## config.mk

```make
export PLATFORM = sky130hd
export DESIGN_NAME = snake_bit_packer
export DESIGN_NICKNAME = d
export VERILOG_FILES = /design/src/rtl/snake_pkg.sv /design/src/rtl/snake_sync_fifo.sv /design/src/rtl/snake_bit_packer.sv
export SDC_FILE = /design/constraint.sdc
export NUM_CORES = 1
export LEC_CHECK = 0
export ABC_AREA = 1
export ABC_CLOCK_PERIOD_IN_PS = 2700
export BUFFER_PORTS_ARGS = -buffer_cell sky130_fd_sc_hd__buf_2
export CORE_ASPECT_RATIO = 1.1
export CORE_MARGIN = 5
export CORE_UTILIZATION = 55
export DETAILED_ROUTE_END_ITERATION = 10
export PLACE_DENSITY = 0.79
export SLEW_MARGIN = 0
export SYNTH_ARGS = -nofsm -noshare
export SYNTH_HDL_FRONTEND = slang
export SYNTH_HIERARCHICAL = 1
export SYNTH_SLANG_ARGS = --single-unit
```

## constraint.sdc

```tcl
create_clock -name clk -period 2.7 [get_ports clk]
set_input_delay 0.405 -clock clk [delete_from_list [all_inputs] [get_ports clk]]
set_output_delay 0.405 -clock clk [all_outputs]
set_load 0.005 [all_outputs]
```

## src/rtl/snake_pkg.sv

```systemverilog
// Shared definitions for the snake datapath back end: default word/FIFO sizes,
// the word type and an even-parity helper.
// Optional feature macro used by this slice: SNAKE_PACK_PARITY_EN.
package snake_pkg;

  localparam int unsigned SNAKE_WORD_W     = 8;
  localparam int unsigned SNAKE_FIFO_DEPTH = 4;

  // Widest word the parity helper accepts; narrower words are zero-extended.
  localparam int unsigned SNAKE_PAR_MAX_W  = 64;

  typedef logic [SNAKE_WORD_W-1:0] snake_word_t;

  // Even parity bit: set when the word holds an odd number of ones, so that
  // {par, word} always carries an even number of ones.
  function automatic logic snake_par(input logic [SNAKE_PAR_MAX_W-1:0] w);
    return ^w;
  endfunction

endpackage

```

## src/rtl/snake_sync_fifo.sv

```systemverilog
// Synchronous FIFO with a registered head word, explicit occupancy counter and
// a same-edge push/pop pass-through when full. Used by snake_bit_packer.
// Data width is widened by one bit by the parent when SNAKE_PACK_PARITY_EN is set.
module snake_sync_fifo #(
  parameter int unsigned WIDTH = 8,
  parameter int unsigned DEPTH = 4
) (
  input  logic                   clk,
  input  logic                   rst_n,
  input  logic                   i_push,
  input  logic [WIDTH-1:0]       i_data,
  input  logic                   i_pop,
  output logic [WIDTH-1:0]       o_head,
  output logic                   o_vld,
  output logic [$clog2(DEPTH):0] o_fill,
  output logic                   o_drop_c
);

  localparam int unsigned PTR_W  = $clog2(DEPTH);
  localparam int unsigned FILL_W = PTR_W + 1;

  logic [WIDTH-1:0]  r_mem [DEPTH];
  logic [PTR_W-1:0]  r_wr_ptr;
  logic [PTR_W-1:0]  r_rd_ptr;
  logic [FILL_W-1:0] r_fill;
  logic [WIDTH-1:0]  r_head;
  logic              r_vld;

  logic              w_full;
  logic              w_do_pop;
  logic              w_do_push;
  logic [PTR_W-1:0]  w_rd_ptr_nxt;
  logic [FILL_W-1:0] w_remain;
  logic [FILL_W-1:0] w_fill_nxt;
  logic [WIDTH-1:0]  w_head_nxt;

  assign w_full       = (r_fill == FILL_W'(DEPTH));
  assign w_do_pop     = i_pop && r_vld;
  // A pop on the same edge frees the slot a full FIFO needs for the push.
  assign w_do_push    = i_push && (!w_full || w_do_pop);
  assign o_drop_c     = i_push && w_full && !w_do_pop;
  assign w_rd_ptr_nxt = r_rd_ptr + PTR_W'(w_do_pop);
  assign w_remain     = r_fill - FILL_W'(w_do_pop);
  assign w_fill_nxt   = w_remain + FILL_W'(w_do_push);

  // Next head: the pushed word if nothing older survives this edge, otherwise
  // the stored entry at the advanced read pointer; zero while empty.
  always_comb begin
    w_head_nxt = '0;
    if (w_fill_nxt != '0) begin
      if (w_remain == '0) begin
        w_head_nxt = i_data;
      end else begin
        w_head_nxt = r_mem[w_rd_ptr_nxt];
      end
    end
  end

  // Storage array write port.
  always_ff @(posedge clk or negedge rst_n) begin
    if (!rst_n) begin
      for (int i = 0; i < int'(DEPTH); i++) begin
        r_mem[i] <= '0;
      end
    end else if (w_do_push) begin
      r_mem[r_wr_ptr] <= i_data;
    end
  end

  // Pointers, occupancy and the registered head/valid pair.
  always_ff @(posedge clk or negedge rst_n) begin
    if (!rst_n) begin
      r_wr_ptr <= '0;
      r_rd_ptr <= '0;
      r_fill   <= '0;
      r_head   <= '0;
      r_vld    <= 1'b0;
    end else begin
      r_wr_ptr <= r_wr_ptr + PTR_W'(w_do_push);
      r_rd_ptr <= w_rd_ptr_nxt;
      r_fill   <= w_fill_nxt;
      r_head   <= w_head_nxt;
      r_vld    <= (w_fill_nxt != '0);
    end
  end

  assign o_head = r_head;
  assign o_vld  = r_vld;
  assign o_fill = r_fill;

endmodule

```

## src/rtl/snake_bit_packer.sv

```systemverilog
// Packs the snake netlist's serial out1 stream LSB-first into WIDTH-bit words
// and offers them to the host through a small FIFO with valid/ready handshake.
// Overflow (a completed word that found the FIFO full) sets a sticky flag.
// Optional feature: SNAKE_PACK_PARITY_EN adds an even-parity bit per word (word_par).
module snake_bit_packer
  import snake_pkg::*;
#(
  parameter int unsigned WIDTH = SNAKE_WORD_W,
  parameter int unsigned DEPTH = SNAKE_FIFO_DEPTH
) (
  input  logic                   clk,
  input  logic                   rst_n,
  input  logic                   bit_in,
  input  logic                   bit_vld,
  input  logic                   flush,
  output logic [WIDTH-1:0]       word_o,
  output logic                   word_vld,
  input  logic                   word_rdy,
  output logic [$clog2(DEPTH):0] fill,
  output logic [$clog2(WIDTH)-1:0] bit_cnt,
  output logic                   ovf
`ifdef SNAKE_PACK_PARITY_EN
  ,
  output logic                   word_par
`endif
);

  localparam int unsigned CNT_W = $clog2(WIDTH);
`ifdef SNAKE_PACK_PARITY_EN
  localparam int unsigned FIFO_W = WIDTH + 1;
`else
  localparam int unsigned FIFO_W = WIDTH;
`endif

  logic [CNT_W-1:0]  r_bit_cnt;
  logic [WIDTH-2:0]  r_shift;
  logic              r_ovf;

  logic              w_last;
  logic              w_push;
  logic              w_drop;
  logic [WIDTH-1:0]  w_word;
  logic [WIDTH-2:0]  w_shift_nxt;
  logic [FIFO_W-1:0] w_fifo_din;
  logic [FIFO_W-1:0] w_fifo_head;

  assign w_last = (r_bit_cnt == CNT_W'(WIDTH - 1));
  // flush wins over a completing bit: that word is never pushed.
  assign w_push = bit_vld && !flush && w_last;
  // The final bit goes straight into the MSB; it is never stored in r_shift.
  assign w_word = {bit_in, r_shift};

`ifdef SNAKE_PACK_PARITY_EN
  assign w_fifo_din = {snake_par(SNAKE_PAR_MAX_W'(w_word)), w_word};
  assign word_par   = w_fifo_head[WIDTH];
`else
  assign w_fifo_din = w_word;
`endif

  // Place the incoming bit at the current fill position of the partial word.
  always_comb begin
    w_shift_nxt = r_shift;
    for (int i = 0; i < int'(WIDTH) - 1; i++) begin
      if (r_bit_cnt == CNT_W'(i)) begin
        w_shift_nxt[i] = bit_in;
      end
    end
  end

  // Partial-word accumulator; bit_cnt doubles as the packing state.
  always_ff @(posedge clk or negedge rst_n) begin
    if (!rst_n) begin
      r_bit_cnt <= '0;
      r_shift   <= '0;
    end else if (flush) begin
      r_bit_cnt <= '0;
      r_shift   <= '0;
    end else if (bit_vld) begin
      r_shift   <= w_shift_nxt;
      r_bit_cnt <= w_last ? '0 : r_bit_cnt + CNT_W'(1);
    end
  end

  // Sticky overflow flag, cleared only by flush or reset.
  always_ff @(posedge clk or negedge rst_n) begin
    if (!rst_n) begin
      r_ovf <= 1'b0;
    end else if (flush) begin
      r_ovf <= 1'b0;
    end else if (w_drop) begin
      r_ovf <= 1'b1;
    end
  end

  snake_sync_fifo #(
    .WIDTH (FIFO_W),
    .DEPTH (DEPTH)
  ) u_fifo (
    .clk      (clk),
    .rst_n    (rst_n),
    .i_push   (w_push),
    .i_data   (w_fifo_din),
    .i_pop    (word_rdy),
    .o_head   (w_fifo_head),
    .o_vld    (word_vld),
    .o_fill   (fill),
    .o_drop_c (w_drop)
  );

  assign word_o  = w_fifo_head[WIDTH-1:0];
  assign bit_cnt = r_bit_cnt;
  assign ovf     = r_ovf;

endmodule
```

# ---- Word-level counts from Yosys, hierarchy flattened
# Cells that the tools add are included.
dict set report totals {
  reg_bits 59
  in_bits 6
  wordCells 88
  output_inout_bits 16
}
dict set report op_classes {
  muxes 22
  order_cmp 3
  n_reduce_logical 30
  n_bitwise 2
  n_addsub 5
  n_eq_ne 8
}
# cell n
set ops {}
lappend ops {{2-to-1 mux 8 bit} 5}
lappend ops {{bitwise mux 32 bit} 1}
lappend ops {{nonzero test 2 bit} 9}
lappend ops {{binary-select mux 8 bit (select 2 bit)} 1}
lappend ops {{demux 8 bit (select 2 bit)} 1}
lappend ops {{== test 3 bit (second input constant)} 5}
lappend ops {{2-to-1 mux 7 bit} 2}
lappend ops {{AND reduction 2 bit} 7}
lappend ops {{2-to-1 mux 1 bit} 9}
lappend ops {{2-to-1 mux 3 bit} 3}
lappend ops {{logical AND 1 bit} 7}
lappend ops {{== test 3 x 2 -> 1 bit (second input constant)} 2}
lappend ops {{greater-or-equal comparator 3 bit (second input constant)} 2}
lappend ops {{zero test 3 bit} 2}
lappend ops {{NOT 2 -> 3 bit} 2}
lappend ops {{adder 2 x 1 -> 2 bit} 2}
lappend ops {{adder 3 x 1 -> 3 bit} 1}
lappend ops {{adder 3 x 1 -> 3 bit (second input constant)} 1}
lappend ops {{== test 3 x 1 -> 1 bit (second input constant)} 1}
lappend ops {{zero test 1 bit} 3}
lappend ops {{< comparator 3 x 1 -> 1 bit (second input constant)} 1}
lappend ops {{nonzero test 3 bit} 1}
lappend ops {{subtractor 3 x 1 -> 3 bit} 1}
lappend ops {{logical OR 1 bit} 1}

# ---- Logic depth before layout (Yosys ltp)
# Gate-level depths: netlist of the first run.
dict set report logic_depth {
  depth_word 8
  depth_mapped 12
  depth_no_buf 12
}

# ---- Hierarchy
# The synthesis of the first run kept the hierarchy.
# module cells_each instances area_each_um2 seq_area_each_um2
set by_module_without_submodules {}
lappend by_module_without_submodules {snake_sync_fifo 301 1 2417.3 1201.2}
lappend by_module_without_submodules {snake_bit_packer 87 1 638.1 275.3}

# ---- Least setup slack after synthesis of the first run
# Ideal clock, no wire load.
dict set report synth_path {
  path_kind {register -> register}
  startpoint {reg r_bit_cnt[0] (netlist: bit_cnt[0])}
  endpoint {reg u_fifo.r_head[0] (netlist: u_fifo/o_head[0])}
  path_slack_ps 473
  t_required_ps 2574
  path_stages_with_launch 13
  t_arrival_ps 2101
  path_buffers 0
  synth_period_minus_slack_ps 2227
  setup_ps 126
  cell_sequence {dfrtp_1 ha_1 ha_1 inv_1 nor2_1 nand2_1 inv_1 ha_1 ha_1 inv_1 nand2_1 nor2_4 a21oi_1}
}
dict set report synth_between {
  elab_chain_len 6
}
# item line
set synth_rtl {}
lappend synth_rtl {{start: declaration} snake_bit_packer.sv:35} ;# logic [CNT_W-1:0] r_bit_cnt;
lappend synth_rtl {{start signal: assignment} snake_bit_packer.sv:80} ;# r_bit_cnt <= w_last ? '0 : r_bit_cnt + CNT_W'(1);
lappend synth_rtl {{== test 3 bit} snake_bit_packer.sv:47} ;# assign w_last = (r_bit_cnt == CNT_W'(WIDTH - 1));
lappend synth_rtl {{logical AND 1 bit} snake_bit_packer.sv:49} ;# assign w_push = bit_vld && !flush && w_last;
lappend synth_rtl {{net w_push} snake_bit_packer.sv:40} ;# logic w_push;
lappend synth_rtl {{logical AND 1 bit} snake_sync_fifo.sv:40} ;# assign w_do_push = i_push && (!w_full || w_do_pop);
lappend synth_rtl {{adder 3 x 1 -> 3 bit} snake_sync_fifo.sv:44} ;# assign w_fill_nxt = w_remain + FILL_W'(w_do_push);
lappend synth_rtl {{net u_fifo.w_fill_nxt[1]} snake_sync_fifo.sv:34} ;# logic [FILL_W-1:0] w_fill_nxt;
lappend synth_rtl {{nonzero test 3 bit} snake_sync_fifo.sv:50} ;# if (w_fill_nxt != '0) begin
lappend synth_rtl {{2-to-1 mux 8 bit} snake_sync_fifo.sv:50}
lappend synth_rtl {{net u_fifo.w_head_nxt[0]} snake_sync_fifo.sv:35} ;# logic [WIDTH-1:0] w_head_nxt;
lappend synth_rtl {{end signal: assignment} snake_sync_fifo.sv:82} ;# r_head <= w_head_nxt;
lappend synth_rtl {{end: declaration} snake_sync_fifo.sv:26} ;# logic [WIDTH-1:0] r_head;
# The timed path passes the listed nets, and every way through them passes these cells.
# A chain may end at the register's enable or synchronous reset.

# ---- Worst setup path after layout of the first run
dict set report layout_path {
  startpoint {reg r_bit_cnt[0] (netlist: bit_cnt[0])}
  endpoint {reg u_fifo.r_head[6] (netlist: u_fifo/o_head[6])}
}
# Same word-level chain as after synthesis.

==> impl_metrics.ini, run 1 <==
[outcome]
status = finished clean

[synth]
synth.cell_area_sq_mm = 0.00306
synth_fa_ha_area_frac = 0.0491
synth.net_count = 406
yosys.area.top_type = dfrtp_1
synth.area.mux_share = 0
synth_cell_type_count = 24
synth_compound_area_frac = 0.0819
synthTopCellsByArea = dfrtp_1, nand2_1, inv_1
yosysWarningCount = 6
synth_top_area_share = 0.483
synth_cells = 388
synth_xor_area_frac = 0.00287
synth_top_family_by_area = simple AND/OR/NAND/NOR gates
ys_seq_area_frac = 0.483
synth-seq-cells = 59
synth-simple-area-share = 0.272
syn_area_per_cell_sq_um = 7.87

[route]
drt_iter0_drc = 228
num_vias = 2397
avgRoutedWirePerCell_microns = 13.3
dr.pass1.iters = 5
via_per_inst = 4.86
drc = 0
wl_mm = 6.54
ant_nets = 0

[floorplanning]
dieHeight_microns = 88.2
core.rowCount = 28
initial_core_util = 0.566
core-area_sq_mm = 0.00540
num_io_pins = 22
die_area_sq_mm = 0.00715
die_w_microns = 81.1

[clocking]
clock_sinks = 59
cts_max_path_buffers = 2
postCtsSetupBuffers = 0
ctsHoldBuffers = 0
cts_resized = 0
cts_tree = yes
clock-root-buffer = clkbuf_8
insertion_delay_ns = 0.33
htree_levels = 3
clkTransAtPathRegs_ns = 0.07
numCtsBuffers = 9

[timing]
clock.fmax_mhz = 458
finalCritPeriodShare = 0.809
min_period_ns = 2.18
rsz0062_at_grt = false
worst_clock_skew_ns = 0.0113
tightestPinTransition_ns = 0.749
timing.final.ws_setup_ns = 0.517
finalSetupViolations = 0
slew_headroom = 0.501
maxSlewViolCount = 0
fin_tns_setup_ns = 0
hold_violations = 0

[min_path]
worst_hold_path_type = in -> async

[global_route]
grt_pass1_wl_mm = 11.1
antenna_found_initial = 0
grt_pass1_vias = 2302
grt_max_degree = 60
grt.overflow.total = 0
grtUsageTotal = 0.208

[worst_setup_path]
reg2reg_from = bit_cnt[0]
rrSetupSlack_ns = 0.52
timing_worst_setup_path_type = reg -> reg
ff2ff_path_depth = 12
critPathMaxFanout = 9
start_kind = register
reg2reg_to = u_fifo/o_head[6]
end_kind = register
cp.required_ns = 2.91
arrival_ns = 2.39

[layout]
utilization = 0.634
diodes = 0
multi_input_area_sq_mm = 0.00124
area_growth_pct = 12.0
fillers = 476
regArea_sq_mm = 0.00148
nNetsFinal = 432
drive_gt1_frac = 0.144

[placement]
dp_slack_ns = 0.538
gp_congestion = 0.859
post-dp-hpwl_mm = 4.44
portBuffers = 21

[power_and_ir_drop]
p_per_area_mw_per_mm2 = 926
power.leakage_nw = 1.78
vdd_ir_drop_max_uv = 429

[flow_run]
cap_violations = 0
==> flip-flops by register name, indices dropped and copies added (netlist names) <==
name / count
u_fifo/o_fill: 3
u_fifo/o_head: 8
u_fifo/r_rd_ptr: 2
r_shift: 7
bit_cnt: 3
u_fifo/o_vld: 1
u_fifo/r_wr_ptr: 2
ovf: 1
u_fifo/r_mem: 32
==> power by group <==
part	internal [mW]	total (mW)	switching, mW
logic	0.425	1.23	0.804
registers	1.01	1.08	0.0701
clock network	0.523	0.859	0.336
==> routing by layer <==
layer | part of all wire | vias up | track usage
li1 | - | 1229 | -
met1 | 0.43 | 1115 | 0.263
met2 | 0.51 | 43 | 0.350
met3 | 0.040 | 10 | 0.0381
met4 | 0.016 | 0 | 0.0906
met5 | 0 | - | 0
==> synthesized netlist by cell type <==
master / count
nor2_4: 1
nand2_4: 1
nand3_1: 22
nor2_2: 3
buf_2: 4
nand4_4: 1
inv_2: 3
nand2_2: 1
nand3_2: 2
nand3_4: 2
o21ai_2: 8
dfrtp_1: 59
inv_1: 68
clkinv_1: 1
nor2_1: 15
o21ai_0: 15
a21oi_1: 8
buf_6: 3
ha_1: 12
buf_4: 2
nand2_1: 142
o21ai_1: 13
nand3b_1: 1
xor2_1: 1
==> worst max path at each step <==
stage | startpoint | end | cells after the start | slack [ns]
after floorplan | bit_cnt[0] | u_fifo/o_head[0] | 12 | 0.47
after global placement | bit_cnt[0] | u_fifo/o_head[6] | 12 | 0.63
after detailed placement | bit_cnt[0] | u_fifo/o_head[6] | 12 | 0.54
after CTS | bit_cnt[0] | u_fifo/o_head[6] | 12 | 0.51
after global routing | bit_cnt[0] | u_fifo/o_head[7] | 12 | 0.34
final | bit_cnt[0] | u_fifo/o_head[6] | 12 | 0.52
==> kinds of logic after synthesis <==
| family | after synthesis |
|---|---|
| AND/OR/NAND/NOR | 191 |
| adder cells (fa/ha/maj) | 12 |
| flip-flops | 59 |
| XOR/XNOR | 1 |
| buffers and inverters | 81 |
| AO/OA/AOI/OAI | 44 |
==> worst max-delay path, stage by stage, from the launching register on <==
cell     delay [ns]
dfrtp_1        0.43
ha_1           0.24
ha_1           0.18
inv_1          0.09
nor2_1         0.07
nand2_1        0.07
inv_1          0.06
ha_1           0.20
ha_1           0.28
inv_1          0.06
nand2_1        0.07
nor2_4         0.23
a21oi_1        0.08
==> cells in the final DEF (no fill, tap or decap), drive strengths merged, types with 8 or more instances in the layout <==
cell	synthesis	routed
o21ai	36	36
buf	9	24
ha	12	12
a21oi	8	8
dfrtp	59	59
nand3	26	26
nor2	19	19
inv	71	71
nand2	144	144
clkbuf	0	14
==> final cells by class <==
| class | count | area share |
|---|---|---|
| inverters | 72 | 0.0790 |
| well taps | 75 | 0.0274 |
| clock buffers | 14 | 0.0534 |
| flip-flops and latches | 59 | 0.432 |
| repair buffers | 24 | 0.0373 |
| clock inverters | 1 | 0.00878 |
| multi-input cells | 248 | 0.362 |
==> through the flow <==
step	std cells	hold slack, ns	area, sq um	total power [mW]
final	493	0.233	3420	3.17
after global routing	493	0.281	3420	3.42
after CTS	493	0.253	3420	3.19
after detailed placement	478	0.468	3210	2.33
after global placement	478	0.465	3210	2.29
after floorplan	388	0.109	3060	1.98
No activity file was read; power rests on OpenSTA's default activity.
==> inputs of run 2 (changes only) <==
Settings changed: ABC_CLOCK_PERIOD_IN_PS 2700 to 2000, CORE_UTILIZATION 55 to 54, PLACE_DENSITY 0.79 to 0.8.
Clock period 2.7 ns to 2 ns, I/O delays scaled along.
==> run 2 against run 1 <==
  * Register-to-register slack lost 0.45 ns
  * Clock skew fell by 0.0047 ns
  * Sequential cell count unchanged
  * Critical endpoint is now u_fifo/o_head[0]
  * Global-route usage decreased by 0.56 points
  * Hold slack got worse by 0.039 ns
  * Clock-buffer cell count did not move
  * Utilization increased by 2.8 points
==> impl_metrics.ini, run 2 (same netlist as run 1, synthesis figures left out) <==
[timing]
maxSlewViolCount = 0
finalSetupViolations = 0
slew_headroom = 0.599
min_period_ns = 1.93
tightestPinTransition_ns = 0.602
worst_clock_skew_ns = 0.00662
finalCritPeriodShare = 0.966
clock.fmax_mhz = 518
hold_violations = 0

[floorplanning]
initial_core_util = 0.563
dieHeight_microns = 88.9
core.rowCount = 28
num_io_pins = 22
die_w_microns = 81.7
die_area_sq_mm = 0.00726
core-area_sq_mm = 0.00543

[route]
ant_nets = 0
drt_iter0_drc = 248
avgRoutedWirePerCell_microns = 12.9
num_vias = 2460
via_per_inst = 4.83
drc = 0
wl_mm = 6.54
dr.pass1.iters = 4

[power_and_ir_drop]
power.total_mw = 4.39
p_per_area_mw_per_mm2 = 1220
power.leakage_nw = 1.85
vdd_ir_drop_max_uv = 552

[global_route]
grt.overflow.total = 0
grt_max_degree = 36
grtUsageTotal = 0.203
grt_pass1_vias = 2547
grt_pass1_wl_mm = 11.2
antenna_found_initial = 0

[worst_setup_path]
start_kind = register
timing_worst_setup_path_type = reg -> reg
ff2ff_path_depth = 12
critPathMaxFanout = 5
end_kind = register
rrSetupSlack_ns = 0.07
arrival_ns = 2.18
cp.required_ns = 2.25

[layout]
area_growth_pct = 17.7
drive_gt1_frac = 0.200
layout_commonest_cell = nand2_1
utilization = 0.662
largest_reg_flops = 32
nNetsFinal = 448
diodes = 0
final_cell_mix = nand2_1, inv_1, dfrtp_1, nand3_1, buf_2
regMostFlops = u_fifo/r_mem

[clocking]
htree_levels = 3
insertion_delay_ns = 0.32
clock-root-buffer = clkbuf_8
clkTransAtPathRegs_ns = 0.06
clock_sinks = 59
cts_max_path_buffers = 2
numCtsBuffers = 9
cts_tree = yes

[flow_run]
cap_violations = 0

[outcome]
status = finished clean

[placement]
portBuffers = 21
gp_congestion = 0.876
post-dp-hpwl_mm = 4.36

[min_path]
min_path_cells = 2
worst_hold_path_type = in -> reg
run 2: changes by cell type in the layout (fill, tap and decap cells not counted), moves of 2 or more:
cell and change:
inv_1 -3, buf_4 +13, ha_1 -4, ha_2 +2, inv_2 +3, nor2_4 +2
nand2_1 -2, ha_4 +2
run 2: worst max-delay path, cell delays in order (launching register included):
cell and delay [ns]:
dfrtp_1 0.40, ha_2 0.20, ha_2 0.17, inv_2 0.08
nor2_4 0.04, nand2_1 0.07, inv_2 0.05, ha_4 0.16
ha_4 0.15, nand3b_1 0.17, nand2_2 0.15, nor2_4 0.08
a21oi_1 0.14
run 2: path summary, 6_finish.rpt:
kind,startpoint,to
min in group asynchronous,rst_n,u_fifo/r_wr_ptr[0]
hold / removal,flush,ovf
setup reg to reg,bit_cnt[0],u_fifo/o_head[0]
hold reg to reg,u_fifo/r_mem[13],u_fifo/r_mem[13]
setup / recovery,bit_cnt[0],u_fifo/o_head[0]
max in group asynchronous,rst_n,u_fifo/r_mem[13]
run 2: routing by layer:
metal / GRT usage / vias to the layer above / routed length [microns]
li1: - / 1260 / -
met1: 0.242 / 1132 / 2810
met2: 0.350 / 59 / 3310
met3: 0.0333 / 9 / 308
met4: 0.109 / 0 / 114
met5: 0 / - / 0
run 2: area by class of cell:
type                    count  area, sq um
clock buffers              14          193
clock inverters             1         5.00
fillers                   438         1830
inverters                  72          270
multi-input cells         249         1300
flip-flops and latches     59         1480
well taps                  75         93.8
repair buffers             39          255
run 2: timing repair:
action,4_1_cts,5_1_grt
gates resized for setup,5,7
endpoints found under the setup margin,9,9
hold endpoints to repair,3,0
hold buffers,1,0
pin swaps,4,6
setup buffers,2,2
gates cloned,1,0
run 2: metrics by stage:
stage	hold slack [ns]	cells	setup slack [ns]	cell area, sq um	TNS (ns)
6_report	0.194	509	0.0677	3600	0
3_3_place_gp	0.337	488	0.0242	3300	0
3_5_place_dp	0.347	488	-0.0481	3300	-0.362
4_1_cts	0.190	507	0.00575	3550	0
2_1_floorplan	0.00441	388	0.0159	3060	0
5_1_grt	0.199	509	-0.0329	3600	-0.120
run 2: where the power goes:
part | switching (mW) | internal (mW) | leakage, nW
combinational | 1.20 | 0.704 | 0.953
sequential | 0.0825 | 1.36 | 0.790
clock | 0.433 | 0.611 | 0.105
